File: src/rtl/dbg_guv_pkg.sv
// Shared dbg_guv definitions: command payload width, route kinds, broadcast test.
// Also used by the governor's control FSM, so keep it free of router-specific details.
package dbg_guv_pkg;

   localparam int CMD_PAYLOAD_WIDTH = 29;

   typedef enum logic [1:0] {
      ROUTE_LOCAL,
      ROUTE_CHAIN,
      ROUTE_BOTH
   } route_t;

   // addr arrives zero-extended; only the low 'width' bits form the address field
   function automatic logic is_bcast(input logic [31:0] addr, input int width);
      logic [31:0] mask;
      mask = (width >= 32) ? 32'hFFFF_FFFF : ((32'd1 << width) - 32'd1);
      return (addr & mask) == mask;
   endfunction

endpackage

File: src/rtl/dbg_guv_cmd_fifo.sv
// Synchronous first-word-fall-through FIFO; head visible the cycle after the first push.
// Push refused when full (even with a same-cycle pop); pop ignored when empty.
module dbg_guv_cmd_fifo #(
   parameter int WIDTH = 29,
   parameter int DEPTH = 4,
   localparam int AW   = $clog2(DEPTH)
) (
   input  logic             clk,
   input  logic             rst,
   input  logic             push_i,
   input  logic [WIDTH-1:0] push_dat_i,
   input  logic             pop_i,
   output logic [WIDTH-1:0] head_o,
   output logic [AW:0]      level_o,
   output logic             full_o,
   output logic             empty_o
);

   localparam logic [AW:0]   FULL_LVL = (AW+1)'(DEPTH);
   localparam logic [AW:0]   LVL_ONE  = (AW+1)'(1);
   localparam logic [AW-1:0] PTR_ONE  = AW'(1);

   logic [WIDTH-1:0] mem_q [DEPTH];
   logic [AW-1:0]    wr_ptr_q, rd_ptr_q;
   logic [AW:0]      level_q, level_d;
   logic             push_ok, pop_ok;

   assign full_o  = (level_q == FULL_LVL);
   assign empty_o = (level_q == '0);
   assign level_o = level_q;
   assign head_o  = mem_q[rd_ptr_q];

   assign push_ok = push_i && !full_o;
   assign pop_ok  = pop_i && !empty_o;

   always_comb begin
      level_d = level_q;
      if (push_ok && !pop_ok) begin
         level_d = level_q + LVL_ONE;
      end else if (pop_ok && !push_ok) begin
         level_d = level_q - LVL_ONE;
      end
   end

   always_ff @(posedge clk) begin
      if (rst) begin
         wr_ptr_q <= '0;
         rd_ptr_q <= '0;
         level_q  <= '0;
      end else begin
         level_q <= level_d;
         if (push_ok) wr_ptr_q <= wr_ptr_q + PTR_ONE;
         if (pop_ok)  rd_ptr_q <= rd_ptr_q + PTR_ONE;
      end
   end

   // Storage needs no reset: level_q gates every read that matters.
   always_ff @(posedge clk) begin
      if (push_ok) mem_q[wr_ptr_q] <= push_dat_i;
   end

endmodule

File: src/rtl/dbg_guv_cmd_router.sv
// Splits addressed debug commands into a local FWFT FIFO and a daisy-chain register, 1-cycle latency.
// Input ready is combinational on route, FIFO space and chain slot; broadcasts wait for both.
module dbg_guv_cmd_router
   import dbg_guv_pkg::*;
#(
   parameter int ADDR_WIDTH = 4,
   parameter int MY_ADDR    = 0,
   parameter int FIFO_DEPTH = 4
) (
   input  logic                                  clk,
   input  logic                                  rst,
   input  logic [ADDR_WIDTH+CMD_PAYLOAD_WIDTH-1:0] cmd_in_TDATA,
   input  logic                                  cmd_in_TVALID,
   output logic                                  cmd_in_TREADY,
   output logic [CMD_PAYLOAD_WIDTH-1:0]          cmd_out_TDATA,
   output logic                                  cmd_out_TVALID,
   input  logic                                  cmd_out_TREADY,
   output logic [ADDR_WIDTH+CMD_PAYLOAD_WIDTH-1:0] chain_out_TDATA,
   output logic                                  chain_out_TVALID,
   input  logic                                  chain_out_TREADY,
   output logic [$clog2(FIFO_DEPTH):0]           fifo_level,
   output logic [15:0]                           local_count
);

   localparam int WW = ADDR_WIDTH + CMD_PAYLOAD_WIDTH;
   localparam logic [ADDR_WIDTH-1:0] MY_ADDR_L = ADDR_WIDTH'(MY_ADDR);

   logic [ADDR_WIDTH-1:0] addr;
   route_t                route;
   logic                  local_ok, chain_ok, route_rdy, in_hs;
   logic                  fifo_full, fifo_empty, fifo_push, fifo_pop;
   logic                  chain_wr;
   logic                  chain_vld_q, chain_vld_d;
   logic [WW-1:0]         chain_dat_q;
   logic [15:0]           count_q, count_d;

   assign addr = cmd_in_TDATA[WW-1:CMD_PAYLOAD_WIDTH];

   always_comb begin
      route = ROUTE_CHAIN;
      if (addr == MY_ADDR_L) begin
         route = ROUTE_LOCAL;
      end else if (is_bcast(32'(addr), ADDR_WIDTH)) begin
         route = ROUTE_BOTH;
      end
   end

   assign local_ok = !fifo_full;
   assign chain_ok = !chain_vld_q || chain_out_TREADY;

   // A broadcast must see both slots free so it is never half-delivered.
   always_comb begin
      case (route)
         ROUTE_LOCAL: route_rdy = local_ok;
         ROUTE_BOTH:  route_rdy = local_ok && chain_ok;
         default:     route_rdy = chain_ok;
      endcase
   end

   assign cmd_in_TREADY = route_rdy && !rst;
   assign in_hs         = cmd_in_TVALID && cmd_in_TREADY;
   assign fifo_push     = in_hs && (route != ROUTE_CHAIN);
   assign chain_wr      = in_hs && (route != ROUTE_LOCAL);
   assign fifo_pop      = cmd_out_TVALID && cmd_out_TREADY;

   dbg_guv_cmd_fifo #(
      .WIDTH (CMD_PAYLOAD_WIDTH),
      .DEPTH (FIFO_DEPTH)
   ) u_fifo (
      .clk        (clk),
      .rst        (rst),
      .push_i     (fifo_push),
      .push_dat_i (cmd_in_TDATA[CMD_PAYLOAD_WIDTH-1:0]),
      .pop_i      (fifo_pop),
      .head_o     (cmd_out_TDATA),
      .level_o    (fifo_level),
      .full_o     (fifo_full),
      .empty_o    (fifo_empty)
   );

   assign cmd_out_TVALID = !fifo_empty;

   always_comb begin
      chain_vld_d = chain_vld_q;
      if (chain_wr) begin
         chain_vld_d = 1'b1;
      end else if (chain_out_TREADY) begin
         chain_vld_d = 1'b0;
      end
   end

   always_comb begin
      count_d = count_q;
      if (fifo_pop) count_d = count_q + 16'd1;
   end

   always_ff @(posedge clk) begin
      if (rst) begin
         chain_vld_q <= 1'b0;
         count_q     <= '0;
      end else begin
         chain_vld_q <= chain_vld_d;
         count_q     <= count_d;
      end
   end

   always_ff @(posedge clk) begin
      if (chain_wr) chain_dat_q <= cmd_in_TDATA;
   end

   assign chain_out_TVALID = chain_vld_q;
   assign chain_out_TDATA  = chain_dat_q;
   assign local_count      = count_q;

endmodule

File: config.mk
export PLATFORM = sky130hd
export DESIGN_NAME = dbg_guv_cmd_router
export DESIGN_NICKNAME = d
export VERILOG_FILES = /design/src/rtl/dbg_guv_pkg.sv /design/src/rtl/dbg_guv_cmd_fifo.sv /design/src/rtl/dbg_guv_cmd_router.sv
export SDC_FILE = /design/constraint.sdc
export NUM_CORES = 1
export LEC_CHECK = 0
export CORE_MARGIN = 2
export CORE_UTILIZATION = 52
export DETAILED_ROUTE_END_ITERATION = 10
export HOLD_SLACK_MARGIN = 0.06
export PLACE_DENSITY_LB_ADDON = 0.15
export SYNTH_ARGS = -nofsm -noshare
export SYNTH_HDL_FRONTEND = slang
export SYNTH_SLANG_ARGS = --single-unit
File: constraint.sdc
create_clock -name clk -period 4.8 [get_ports clk]
set_input_delay 0.72 -clock clk [delete_from_list [all_inputs] [get_ports clk]]
set_output_delay 0.72 -clock clk [all_outputs]
set_load 0.01 [all_outputs]
-- Yosys cells after proc, flatten, opt, wreduce, memory -nomap -nowiden
Memories as Yosys holds them, arrays and structs flattened. A register that Yosys moved wholly into a read port is not among the register bits.
Cells that the tools add are included.
- memories: 1
- bits in registers: 57
- latch bits: 0
- input port bits: 38
- memory bits (writable): 116
- memory bits (read-only): 0
- output and inout port bits: 84
- memories (memory ; depth ; bits a word ; read ports ; clocked after Yosys merged registers in ; wr ports ; line ; text):
    u_fifo.mem_q ; 4 ; 29 ; 1 ; 1 ; 1 ; dbg_guv_cmd_fifo.sv:23 ; logic [WIDTH-1:0] mem_q [DEPTH];
- bitwise operators: 0
- order comparisons: 0
- muxes and demuxes: 11
- shifts and indexed selects: 0
- $mul: 0
- reductions and logical operators: 23
- equality and inequality tests: 4
- div/mod/pow operators: 0
- add/subtract/negate cells: 5
- operators with widths (cell ; number):
    adder 16 x 1 -> 16 bit, second input constant ; 1
    logical AND 1 bit ; 10
    two-way mux 2 bit ; 4
    zero test 1 bit ; 6
    two-way mux 3 bit ; 2
    nonzero test 2 bit ; 3
    adder 2 x 1 -> 2 bit, second input constant ; 2
    == test 4 bit, second input constant ; 1
    zero test 4 bit ; 1
    two-way mux 1 bit ; 4
    adder 3 x 1 -> 3 bit, second input constant ; 1
    == test 3 bit, second input constant ; 1
    zero test 3 bit ; 1
    subtractor 3 x 1 -> 3 bit, second input constant ; 1
    == test 2 bit, second input constant ; 1
    zero test 2 bit ; 1
    inequality test 2 x 1 -> 1 bit, second input constant ; 1
    one-hot mux 1 bit (2 select lines) ; 1
    logical OR 1 bit ; 1

-- Logic depth before layout (Yosys ltp)
- word-level depth: 13
- depth in mapped cells: 10
- mapped depth without buffers: 9

-- Modules after synthesis
A second synthesis with hierarchy kept.
- cells, all modules: 328
- area total of the unflattened synthesis: 6483.7 µm²
- modules (own cells, without submodules) (module ; cells each ; sequential area each (µm²) ; area an instance (µm²) ; instances):
    dbg_guv_cmd_fifo ; 199 ; 3663.5 ; 4660.7 ; 1
    dbg_guv_cmd_router ; 129 ; 1331.3 ; 1823.0 ; 1

-- Least setup slack after synthesis
Ideal clock, no wire load.
- path type: input port to flip-flop
- start: input rst
- end: register chain_dat_q[0], in the netlist chain_out_TDATA[0], enable pin
- data arrival time: 3.385 ns
- setup time: 0.464 ns
- path buffers: 1
- slack: 0.951 ns
- stages on the path: 3
- cell sequence: clkbuf_1 -> nand2b_1 -> nor3_1
- longest elaborated chain between the ends: 4
- ends and longest elaborated chain (element ; line ; text):
    from (decl) ; dbg_guv_cmd_router.sv:11 ; input logic rst,
    zero test 1 bit ; dbg_guv_cmd_router.sv:60 ; assign cmd_in_TREADY = route_rdy && !rst;
    logical AND 1 bit ; dbg_guv_cmd_router.sv:60 ;
    logical AND 1 bit ; dbg_guv_cmd_router.sv:61 ; assign in_hs = cmd_in_TVALID && cmd_in_TREADY;
    logical AND 1 bit ; dbg_guv_cmd_router.sv:63 ; assign chain_wr = in_hs && (route != ROUTE_LOCAL);
    to (signal assigned) ; dbg_guv_cmd_router.sv:108 ; if (chain_wr) chain_dat_q <= cmd_in_TDATA;
    to (decl) ; dbg_guv_cmd_router.sv:34 ; logic [WW-1:0] chain_dat_q;
No other way between the ends.
A chain may end at the register's enable or synchronous reset.

-- Final worst setup path
- start: input cmd_in_TDATA[29]
- end: output cmd_in_TREADY
- longest elaborated chain between the ends: 6
- ends and longest elaborated chain (element ; line ; text):
    from (decl) ; dbg_guv_cmd_router.sv:12 ; input logic [ADDR_WIDTH+CMD_PAYLOAD_WIDTH-1:0] cmd_in_TDATA,
    == test 4 bit ; dbg_guv_pkg.sv:17 ; return (addr & mask) == mask;
    two-way mux 2 bit ; dbg_guv_cmd_router.sv:43 ; end else if (is_bcast(32'(addr), ADDR_WIDTH)) begin
    two-way mux 2 bit * ; dbg_guv_cmd_router.sv:41 ; if (addr == MY_ADDR_L) begin
    == test 2 bit or zero test 2 bit (tied branches) ; dbg_guv_cmd_router.sv:53 ; case (route)
    one-hot mux 1 bit (2 select lines) * ; dbg_guv_cmd_router.sv:53 ;
    logical AND 1 bit * ; dbg_guv_cmd_router.sv:60 ;
    to (decl) ; dbg_guv_cmd_router.sv:14 ; output logic cmd_in_TREADY,
Every way passes the cells marked *; elsewhere a longest branch is shown, timed or not.

==> summary.log <==
INFO  outcome        run_status=finished clean
INFO  critical_path  crit_buf_inv=2
INFO  synthesis      postSynth.topFlopCell=sky130_fd_sc_hd__edfxtp_1
INFO  placed_design  placedInstanceArea=7854squm
INFO  placed_design  port_buffers=121
INFO  cts            cts_htree_levels=4
INFO  floorplanning  start_util=53.43%
INFO  sta            rsz0062_at_grt=no
INFO  cts            cts.clk_slew.worst_paths=60ps
INFO  sta            worst-slew-pin-transition=1073ps
INFO  finish         area.growth.synth_to_final=30.60%
INFO  synthesis      ys_seq_area_share=77.50%
INFO  finish         fillers=814
INFO  critical_path  timing.critical_path.fanout_max=7
INFO  pwr            powerDensity=423.6nW/um^2
INFO  synthesis      synth_area=6445squm
INFO  critical_path  timing.critical_path.slowest_cell_delay=650ps
INFO  drt            drt_pass1_iterations=4
INFO  critical_path  critical_path.top_delay_family=buffers and inverters
INFO  grt            antenna_found_initial=0
INFO  grt            global_route_wire_length_before_repair=18.44mm
INFO  synthesis      yosysTopAreaCell=sky130_fd_sc_hd__edfxtp_1
INFO  drt            dr.first_iter.drc_count=234
INFO  critical_path  critical_path_arrival=2730ps
INFO  finish         mostFrequentLayoutCells=sky130_fd_sc_hd__edfxtp_1 (149), sky130_fd_sc_hd__clkdlybuf4s50_1 (121), sky130_fd_sc_hd__mux4_2 (29), sky130_fd_sc_hd__dfxtp_1 (25), sky130_fd_sc_hd__clkbuf_16 (17)
INFO  synthesis      yosys_warnings=0
INFO  critical_path  criticalPathCategory=input port to output port
INFO  floorplanning  die_width=115.3um
INFO  finish         final_net_count=508
INFO  finish         diode_count=0
INFO  finish         final-seq-area=4996squm
INFO  floorplanning  std_cell_rows=40
INFO  drt            routed-via-count=3452
INFO  finish         area_of_combinational_cells_with_multiple_inputs=1391squm
INFO  synthesis      synth.lib_cells_used.distinct=37
INFO  critical_path  path_common_cell=sky130_fd_sc_hd__clkdlybuf4s50_1
INFO  floorplanning  fp.coreArea=12060squm
INFO  placed_design  final_hpwl_dp=7.278mm
INFO  sta            finalClockSkew=6.933ps
INFO  sta            period_share=71.84%
INFO  sta            finalSetupViolCount=0
INFO  sta            report.final.hold_viol_count=0
INFO  pwr            power.leakage=2.722nW
INFO  synthesis      per_instance_average_area_after_synthesis=19.41squm
INFO  sta            timing.slew.headroom=28.47%
INFO  grt            grt_max_degree=30
INFO  sta            final.min_clock_period=3448ps
INFO  synthesis      ys_async_rst_share=0%
INFO  drt            number_of_vias_per_cell=5.360
INFO  sta            tns=0ps
INFO  cts            cts-root-buf=sky130_fd_sc_hd__clkbuf_16
INFO  cts            clock_tree_from_tritoncts=yes
INFO  cts            clkLatencyLatePin=420ps
INFO  sta            clock.fmax=0.2900GHz
INFO  cts            ctsResizeCount=0
INFO  synthesis      synth_edf_count=149
INFO  synthesis      synth_nets=377
INFO  drt            drt.antenna.violating_nets=0
INFO  grt            groute.usage.overall=19.12%
INFO  cts            clk_path_buf_depth=2
INFO  grt            grt_remaining_overflow=0
INFO  drt            detail_route.wirelength=12.03mm
INFO  drt            wl_per_cell=18.68um
INFO  cts            clock_sinks=175
INFO  cts            post-cts-setup-buffers=0
INFO  critical_path  worst_path_max_delay_cell=sky130_fd_sc_hd__or4_1
INFO  flow_run       max_cap_viol_count=0
INFO  finish         most_common_library_cell_in_the_layout_ignoring_fill_and_taps=sky130_fd_sc_hd__edfxtp_1
INFO  critical_path  timing.critical_path.cells=clkdlybuf4s50_1 > or4_1 > a221oi_1 > clkdlybuf4s50_1
INFO  floorplanning  io_pins=122
INFO  floorplanning  die_height=115.3um
INFO  pwr            ir_drop=0.2679mV
INFO  finish         design_area=8417squm
INFO  cts            quantity_of_hold_fixing_buffers_added_after_cts=0
INFO  grt            vias_in_the_first_global_route=3553
INFO  min_path       worstHoldPathType=flop to flop
INFO  synthesis      yosys.area.top_type_share=69.42%
INFO  pwr            power.total=3.565mW
INFO  drt            detail_route.drc_violations=0
INFO  finish         post_route_cells_drive_above_1_share=13.87%
INFO  synthesis      synth.area.top_cells=sky130_fd_sc_hd__edfxtp_1 (69%), sky130_fd_sc_hd__mux4_2 (10%), sky130_fd_sc_hd__dfxtp_1 (8.1%)
INFO  floorplanning  die-area=13300squm
INFO  cts            cts_inserted_buffers=17
INFO  critical_path  cp-end-kind=output port
INFO  synthesis      register_bit_total_from_synthesis=175
INFO  synthesis      synth_cells=332
INFO  placed_design  routabilityCongestion=0.7686
INFO  critical_path  critical_path_required=4080ps
INFO  critical_path  cp-start-kind=input port
INFO  sta            maxSlewViolCount=0
cells by family after synthesis:
group,share of synthesized area (%)
AND/OR/NAND/NOR,5.455
adder cells (fa/ha/maj),1.475
AO/OA/AOI/OAI,2.446
buffers and inverters,1.068
XOR/XNOR,1.767
flip-flops,77.50
multiplexers,10.29
per-stage QoR:
stage	cells	hold WS (ps)	setup WS [ps]	util (%)
floorplan	332	484.7	950.5	-
global placement	612	468.8	1304	65.11
detailed placement	612	483.9	1188	65.11
CTS	644	495.1	1356	69.78
global route	644	519.4	1253	69.78
finish	644	497.5	1352	69.78
tightest hold or removal path, cell delays in order (launching register included):
cell and delay (ps):
sky130_fd_sc_hd__dfxtp_1 320, sky130_fd_sc_hd__nand2b_1 70, sky130_fd_sc_hd__a21oi_1 60
cell type report:
cell class	instances	area share, %
clock buffers	22	5.277
well taps	168	2.497
inverters	4	0.1784
flip-flops and latches	175	59.36
repair buffers	125	14.75
multi-input cells	140	16.53
clock inverters	10	1.412
report_power, final:
part | switching (mW) | total (mW) | internal, mW
Sequential | 0.0627 | 1.75 | 1.69
Clock | 0.520 | 1.33 | 0.807
Combinational | 0.209 | 0.484 | 0.276
path summary, 6_finish.rpt:
kind                                   from                              to  slack, ps  cells after the start
max                        cmd_in_TDATA[29]                   cmd_in_TREADY       1350                      4
min           chain_out_TVALID$_SDFFE_PP0P_   chain_out_TVALID$_SDFFE_PP0P_        500                      2
max reg2reg  u_fifo.level_o[0]$_SDFFE_PP0P_  u_fifo.level_o[2]$_SDFFE_PP0P_       2320                      7
min reg2reg   chain_out_TVALID$_SDFFE_PP0P_   chain_out_TVALID$_SDFFE_PP0P_        500                      2
registers in the layout, indices dropped and copies added, names as in the netlist, named ones only:
name / count
u_fifo.level_o: 3
u_fifo.mem_q: 116
chain_out_TDATA: 33
chain_out_TVALID: 1
u_fifo.rd_ptr_q: 2
local_count: 16
u_fifo.wr_ptr_q: 2
per-layer routing:
metal  GRT usage [%]  part of all wire (%)  vias up
met4           8.916                   1.9        0
met3           5.482                   6.9       17
li1                -                     -     1590
met2           30.57                    50      124
met1           24.44                    41     1721
met5               0                     0        -
synth_stat cells, types with 2 or more instances:
| cell | number |
|---|---|
| sky130_fd_sc_hd__clkbuf_1 | 9 |
| sky130_fd_sc_hd__or4_1 | 5 |
| sky130_fd_sc_hd__xor2_1 | 10 |
| sky130_fd_sc_hd__o21ai_0 | 5 |
| sky130_fd_sc_hd__buf_2 | 4 |
| sky130_fd_sc_hd__a21oi_1 | 10 |
| sky130_fd_sc_hd__nand4_1 | 4 |
| sky130_fd_sc_hd__edfxtp_1 | 149 |
| sky130_fd_sc_hd__inv_1 | 4 |
| sky130_fd_sc_hd__mux4_2 | 29 |
| sky130_fd_sc_hd__or3_1 | 4 |
| sky130_fd_sc_hd__nor3_1 | 3 |
| sky130_fd_sc_hd__nand2_1 | 8 |
| sky130_fd_sc_hd__and3_1 | 5 |
| sky130_fd_sc_hd__dfxtp_1 | 26 |
| sky130_fd_sc_hd__ha_1 | 6 |
| sky130_fd_sc_hd__xnor2_1 | 3 |
| sky130_fd_sc_hd__nor2_1 | 16 |
| sky130_fd_sc_hd__nand3_1 | 9 |
| sky130_fd_sc_hd__o31ai_1 | 5 |
| sky130_fd_sc_hd__nand2b_1 | 2 |
Power figures use the tool's default switching activity.
